File: src/rtl/prog_loader_pkg.sv
// Shared definitions for the boot-time program loader: FSM state encoding,
// frame layout constants and small combinational helpers.
package prog_loader_pkg;

  typedef enum logic [2:0] {
    ST_IDLE = 3'd0,
    ST_HDR  = 3'd1,
    ST_DATA = 3'd2,
    ST_CSUM = 3'd3,
    ST_DONE = 3'd4,
    ST_ERR  = 3'd5
  } loaderState_t;

  // Header count and payload words are both four little-endian bytes, so one
  // packer serves both phases.
  localparam int         BYTES_PER_WORD = 4;
  localparam logic [1:0] LAST_BYTE_IDX  = 2'(BYTES_PER_WORD - 1);

  // Running XOR checksum over payload bytes.
  function automatic logic [7:0] csumUpdate(input logic [7:0] acc, input logic [7:0] b);
    return acc ^ b;
  endfunction

  // States in which the loader consumes stream bytes (and counts as busy).
  function automatic logic inFrame(input loaderState_t s);
    return (s == ST_HDR) || (s == ST_DATA) || (s == ST_CSUM);
  endfunction

endpackage

File: src/rtl/prog_loader_byte_packer.sv
// Little-endian byte packer. Collects three bytes in registered lanes and
// presents the complete word combinationally in the cycle its fourth byte
// arrives, so the owner can act on it (and register it) on that same edge.
// A byte arriving in the following cycle starts the next word cleanly.
module byte_packer
  import prog_loader_pkg::*;
(
  input  logic        clk,
  input  logic        rst,
  input  logic        clear,
  input  logic        byteValid,
  input  logic [7:0]  byteIn,
  output logic        wordValid,
  output logic [31:0] word
);

  logic [1:0]  idx_r;
  logic [23:0] lanes_r;

  // Byte index counter; wraps after the last byte of each word.
  always_ff @(posedge clk or posedge rst) begin
    if (rst) begin
      idx_r <= 2'd0;
    end else if (clear) begin
      idx_r <= 2'd0;
    end else if (byteValid) begin
      idx_r <= idx_r + 2'd1;
    end else begin
      idx_r <= idx_r;
    end
  end

  // Lower three byte lanes; the top byte is taken straight from the input.
  always_ff @(posedge clk or posedge rst) begin
    if (rst) begin
      lanes_r <= 24'd0;
    end else if (clear) begin
      lanes_r <= 24'd0;
    end else if (byteValid) begin
      case (idx_r)
        2'd0:    lanes_r[7:0]   <= byteIn;
        2'd1:    lanes_r[15:8]  <= byteIn;
        2'd2:    lanes_r[23:16] <= byteIn;
        default: lanes_r        <= lanes_r;
      endcase
    end else begin
      lanes_r <= lanes_r;
    end
  end

  // Completed-word view: valid with the byte that finishes the word.
  always_comb begin
    wordValid = 1'b0;
    word      = {byteIn, lanes_r};
    if (byteValid && (idx_r == LAST_BYTE_IDX)) begin
      wordValid = 1'b1;
    end else begin
      wordValid = 1'b0;
    end
  end

endmodule

File: src/rtl/prog_loader.sv
// Boot-time program loader: receives a framed byte stream (count, payload
// words, XOR checksum), writes the payload into iMem from word 0 and releases
// the core reset only after the checksum verifies.
module prog_loader
  import prog_loader_pkg::*;
#(
  parameter int ADDR_W    = 10,
  parameter int MAX_WORDS = 1024
) (
  input  logic              clk,
  input  logic              rst,
  input  logic              start,
  input  logic              rx_valid,
  input  logic [7:0]        rx_data,
  output logic              rx_ready,
  output logic              imem_we,
  output logic [ADDR_W-1:0] imem_addr,
  output logic [31:0]       imem_wdata,
  output logic              core_rst_n,
  output logic              busy,
  output logic              done,
  output logic              err
);

  localparam logic [31:0]   MAX_WORDS_W = 32'(MAX_WORDS);
  localparam logic [ADDR_W:0] ONE_CNT   = (ADDR_W + 1)'(1);

  loaderState_t     state_r;
  loaderState_t     stateNext_s;
  logic             startAcc_s;
  logic             xfer_s;
  logic             pkValid_s;
  logic [31:0]      pkWord_s;
  logic [ADDR_W:0]  wordTotal_r;
  logic [ADDR_W:0]  wordCnt_r;
  logic [7:0]       csum_r;
  logic             lastWord_s;

  assign xfer_s     = rx_valid & rx_ready;
  assign lastWord_s = (wordCnt_r == (wordTotal_r - ONE_CNT));

  byte_packer uPacker (
    .clk       (clk),
    .rst       (rst),
    .clear     (startAcc_s),
    .byteValid (xfer_s),
    .byteIn    (rx_data),
    .wordValid (pkValid_s),
    .word      (pkWord_s)
  );

  // Next-state logic; start is honoured only outside a frame.
  always_comb begin
    stateNext_s = state_r;
    startAcc_s  = 1'b0;
    case (state_r)
      ST_IDLE, ST_DONE, ST_ERR: begin
        if (start) begin
          stateNext_s = ST_HDR;
          startAcc_s  = 1'b1;
        end else begin
          stateNext_s = state_r;
        end
      end
      ST_HDR: begin
        if (pkValid_s) begin
          if (pkWord_s == 32'd0) begin
            stateNext_s = ST_CSUM;
          end else if (pkWord_s > MAX_WORDS_W) begin
            stateNext_s = ST_ERR;
          end else begin
            stateNext_s = ST_DATA;
          end
        end else begin
          stateNext_s = ST_HDR;
        end
      end
      ST_DATA: begin
        if (pkValid_s && lastWord_s) begin
          stateNext_s = ST_CSUM;
        end else begin
          stateNext_s = ST_DATA;
        end
      end
      ST_CSUM: begin
        if (xfer_s) begin
          if (rx_data == csum_r) begin
            stateNext_s = ST_DONE;
          end else begin
            stateNext_s = ST_ERR;
          end
        end else begin
          stateNext_s = ST_CSUM;
        end
      end
      default: begin
        stateNext_s = ST_IDLE;
      end
    endcase
  end

  // State register.
  always_ff @(posedge clk or posedge rst) begin
    if (rst) begin
      state_r <= ST_IDLE;
    end else begin
      state_r <= stateNext_s;
    end
  end

  // Status outputs registered from the next state so they line up with it;
  // core reset is released one cycle after DONE is entered.
  always_ff @(posedge clk or posedge rst) begin
    if (rst) begin
      rx_ready   <= 1'b0;
      busy       <= 1'b0;
      done       <= 1'b0;
      err        <= 1'b0;
      core_rst_n <= 1'b0;
    end else begin
      rx_ready   <= inFrame(stateNext_s);
      busy       <= inFrame(stateNext_s);
      done       <= (stateNext_s == ST_DONE);
      err        <= (stateNext_s == ST_ERR);
      core_rst_n <= (state_r == ST_DONE) && (stateNext_s == ST_DONE);
    end
  end

  // Image length captured from the completed header word.
  always_ff @(posedge clk or posedge rst) begin
    if (rst) begin
      wordTotal_r <= '0;
    end else if ((state_r == ST_HDR) && pkValid_s) begin
      wordTotal_r <= pkWord_s[ADDR_W:0];
    end else begin
      wordTotal_r <= wordTotal_r;
    end
  end

  // Count of payload words written so far; doubles as the next iMem address.
  always_ff @(posedge clk or posedge rst) begin
    if (rst) begin
      wordCnt_r <= '0;
    end else if (startAcc_s) begin
      wordCnt_r <= '0;
    end else if ((state_r == ST_DATA) && pkValid_s) begin
      wordCnt_r <= wordCnt_r + ONE_CNT;
    end else begin
      wordCnt_r <= wordCnt_r;
    end
  end

  // XOR over payload bytes only; header and checksum bytes are excluded.
  always_ff @(posedge clk or posedge rst) begin
    if (rst) begin
      csum_r <= 8'd0;
    end else if (startAcc_s) begin
      csum_r <= 8'd0;
    end else if ((state_r == ST_DATA) && xfer_s) begin
      csum_r <= csumUpdate(csum_r, rx_data);
    end else begin
      csum_r <= csum_r;
    end
  end

  // iMem write port: one-cycle strobe from a registered copy of the word,
  // address held between strobes.
  always_ff @(posedge clk or posedge rst) begin
    if (rst) begin
      imem_we    <= 1'b0;
      imem_addr  <= '0;
      imem_wdata <= 32'd0;
    end else if (startAcc_s) begin
      imem_we    <= 1'b0;
      imem_addr  <= '0;
      imem_wdata <= imem_wdata;
    end else if ((state_r == ST_DATA) && pkValid_s) begin
      imem_we    <= 1'b1;
      imem_addr  <= wordCnt_r[ADDR_W-1:0];
      imem_wdata <= pkWord_s;
    end else begin
      imem_we    <= 1'b0;
      imem_addr  <= imem_addr;
      imem_wdata <= imem_wdata;
    end
  end

endmodule

File: config.mk
export PLATFORM = sky130hd
export DESIGN_NAME = prog_loader
export DESIGN_NICKNAME = d
export VERILOG_FILES = /design/src/rtl/prog_loader_pkg.sv /design/src/rtl/prog_loader_byte_packer.sv /design/src/rtl/prog_loader.sv
export SDC_FILE = /design/constraint.sdc
export NUM_CORES = 1
export LEC_CHECK = 0
export BUFFER_PORTS_ARGS = -buffer_cell sky130_fd_sc_hd__buf_4
export CAP_MARGIN = 20
export CORE_MARGIN = 1
export CORE_UTILIZATION = 52
export DETAILED_ROUTE_END_ITERATION = 12
export PLACE_DENSITY = 0.85
export SLEW_MARGIN = 15
export SYNTH_ARGS = -nofsm -noshare
export SYNTH_HDL_FRONTEND = slang
export SYNTH_SLANG_ARGS = --single-unit
File: constraint.sdc
create_clock -name clk -period 3.4 [get_ports clk]
set_input_delay 0.51 -clock clk [delete_from_list [all_inputs] [get_ports clk]]
set_output_delay 0.51 -clock clk [all_outputs]
set_load 0.05 [all_outputs]
==> results.json <==
{
  "min_path_type": "primary input to asynchronous set/reset pin",
  "status": "finished, final reports clean",
  "drive_gt1_share_pct": 15.9,
  "tightest_slew_ns": 0.907,
  "yosysWarnings": 0,
  "ir_drop_uv": 481,
  "cap_violations": 0,
  "yosysUniqueCellTypes": 45,
  "design.die.area_um2": 9860,
  "synth-xor-area-share_pct": 3.38,
  "fin_nets": 604,
  "port_buffers": 59,
  "final_cell_mix": "148 x nand2_1, 106 x dfrtp_1, 64 x buf_4",
  "synth_edf_count": 0,
  "clock-skew-final_ns": 0.00889,
  "n_antenna_cell": 0,
  "cts_root_buf": "clkbuf_8",
  "p_leak_nw": 2.80,
  "synth-simple-area-share_pct": 25.1,
  "synth_area_um2": 4920,
  "p_per_area_nw_per_um2": 661,
  "tns_ns": 0,
  "die_w_um": 99.3,
  "via_count": 4073,
  "fin_area_um2": 5650,
  "wl_met1_mm": 4.79,
  "path_clk_slew_ns": 0.10,
  "synth_fa_ha_area_share_pct": 1.53,
  "layout_commonest_cell": "nand2_1",
  "fill_cells": 757,
  "syn_inst": 538,
  "synth_top_family_by_area": "simple AND/OR/NAND/NOR gates",
  "grt_max_degree": 60,
  "dr_wl_met3_um": 691,
  "hpwl_mm": 7.97,
  "clk_path_buf_depth": 2,
  "finalSetupViolCount": 0,
  "holdBufCountCts": 0,
  "synth-seq-cells": 106,
  "cts_sinks": 106,
  "fin_crit_ns": 2.61,
  "crit_arrival_ns": 2.86,
  "area_growth_syn_to_layout_pct": 14.8,
  "insertion_delay_ns": 0.36,
  "dpl_cell_area_um2": 5440,
  "die_h_um": 99.3,
  "synth_compound_area_share_pct": 9.99,
  "wl_mm": 11.4,
  "synthesis.nets": 556,
  "start_kind": "flop",
  "end_kind": "flop",
  "highest_layer": "met4",
  "wl_per_cell_um": 16.2,
  "max_slew_margin_pct": 39.1,
  "cts_resized": 0,
  "drtIter0Drc": 237,
  "final_hold_viol_count": 0,
  "grt_first_pass_wirelength_mm": 19.0,
  "via_per_inst": 5.80,
  "syn_avg_cell_area_um2": 9.15,
  "dr.pass1.iters": 5,
  "p_total_w": 0.00374,
  "synth_top_area_cell": "dfrtp_1",
  "cts_tree": "built",
  "coreArea_um2": 9200,
  "fmax_mhz": 383,
  "ys.flop_type": "dfrtp_1",
  "antenna_found_initial": 0,
  "met2_length_mm": 5.64,
  "place_congestion": 0.918,
  "netlist_top_cells_area": "dfrtp_1 54%, nand2_1 11%, nand3_1 4.4%, a21oi_1 3.6%, mux2_2 2.5%",
  "fin_crit_sh_pct": 76.8,
  "grt_pass1_vias": 4010,
  "cts_made_buffers": 9,
  "whs_ns": 0.211,
  "final_antenna_net_count": 0,
  "critPathKind": "flop to flop",
  "ff2ff_path_depth": 9,
  "synth.area.mux_share_pct": 2.52,
  "io_pins": 60,
  "grt_use_total_pct": 24.5,
  "crit_path_max_fanout": 54,
  "overflow": 0,
  "ys_seq_area_share_pct": 53.9,
  "rows": 35,
  "synthArstFlopShare_pct": 100,
  "htree_levels": 3,
  "start_util_pct": 53.5,
  "crit_required_ns": 3.65,
  "post-cts-setup-buffers": 0,
  "remaining_drc_errors": 0,
  "netlist.area_leader.share_pct": 53.9,
  "rsz0062_at_grt": "no",
  "finalMaxSlewViolations": 0
}
## final timing paths
path	from	end	slack, ns
worst max-delay path	uPacker.idx_r[0]	wordCnt_r[9]	0.79
worst min-delay path	rst	imem_addr[0]	0.21
worst max register to register	uPacker.idx_r[0]	wordCnt_r[9]	0.79
worst min register to register	imem_wdata[28]	imem_wdata[28]	0.49
max in group asynchronous	rst	uPacker.lanes_r[17]	2.47
min in group clk	rx_data[4]	imem_wdata[28]	0.44
## cells in the mapped netlist, types with 2 or more instances
library cell / count
nand2_1: 148
dfrtp_1: 106
nand3_1: 43
a21oi_1: 35
o21ai_0: 23
clkbuf_1: 21
nor2_1: 18
inv_1: 13
nor2b_1: 12
xnor2_1: 12
mux2_2: 11
nor4_1: 11
nor3_1: 9
a22o_1: 8
xor2_1: 7
ha_1: 6
nand2b_1: 6
nand4_1: 6
a31oi_1: 5
or3_1: 5
and3_1: 3
buf_1: 3
nand3b_1: 2
nor3b_1: 2
o22ai_1: 2
or4_4: 2
## sequential cells by signal (all words and copies together), names as in the netlist
| signal | flops |
|---|---|
| core_rst_n | 1 |
| wordTotal_r | 11 |
| uPacker.idx_r | 2 |
| err | 1 |
| wordCnt_r | 11 |
| csum_r | 8 |
| imem_wdata | 32 |
| uPacker.lanes_r | 24 |
| state_r | 3 |
| imem_addr | 10 |
| busy | 1 |
| done | 1 |
| imem_we | 1 |
## stage by stage
| stage | std cells | worst slack [ns] | util, % |
|---|---|---|---|
| after floorplan | 538 | 0.101 | - |
| after global placement | 686 | 0.910 | 59.2 |
| after detailed placement | 686 | 0.783 | 59.2 |
| after CTS | 702 | 0.793 | 61.4 |
| after global routing | 702 | 0.615 | 61.4 |
| final | 702 | 0.787 | 61.4 |
## power by group
group / internal [W] / switching, W
registers: 0.00146 / 0.000256
clock network: 0.000418 / 0.000412
logic: 0.000489 / 0.000701
## metal layers
layer,global-route usage [%],up-vias
li1,-,1922
met1,32.4,1964
met2,40.1,160
met3,3.58,27
met4,11.8,0
met5,0,-
## area by class of cell
cell class	instances	area (um^2)	share of cell area, %
Sequential cell	106	2650	46.9
Multi-Input combinational cell	390	2090	37.1
Timing Repair Buffer	65	500	8.86
Tap cell	111	139	2.46
Clock buffer	12	135	2.39
Clock inverter	4	73.8	1.31
Inverter	14	55.1	0.974
## worst max-delay path, cell delays in order (launching register included)
cell and delay, ns:
dfrtp_1 0.43, ha_1 0.17, nand3_1 0.14, or3_1 0.41
buf_4 0.30, inv_2 0.28, nand4_1 0.25, nor3_1 0.25
xnor2_1 0.17, nor2_1 0.06
## cell families after synthesis
logic type	after synthesis
adders and majority gates	6
muxes	11
xor gates and xnor gates	19
AOI/OAI and AO/OA	83
buffers and inverters	42
DFF	106
and+or+nand+nor	271
No activity file was read; power rests on OpenSTA's default activity.
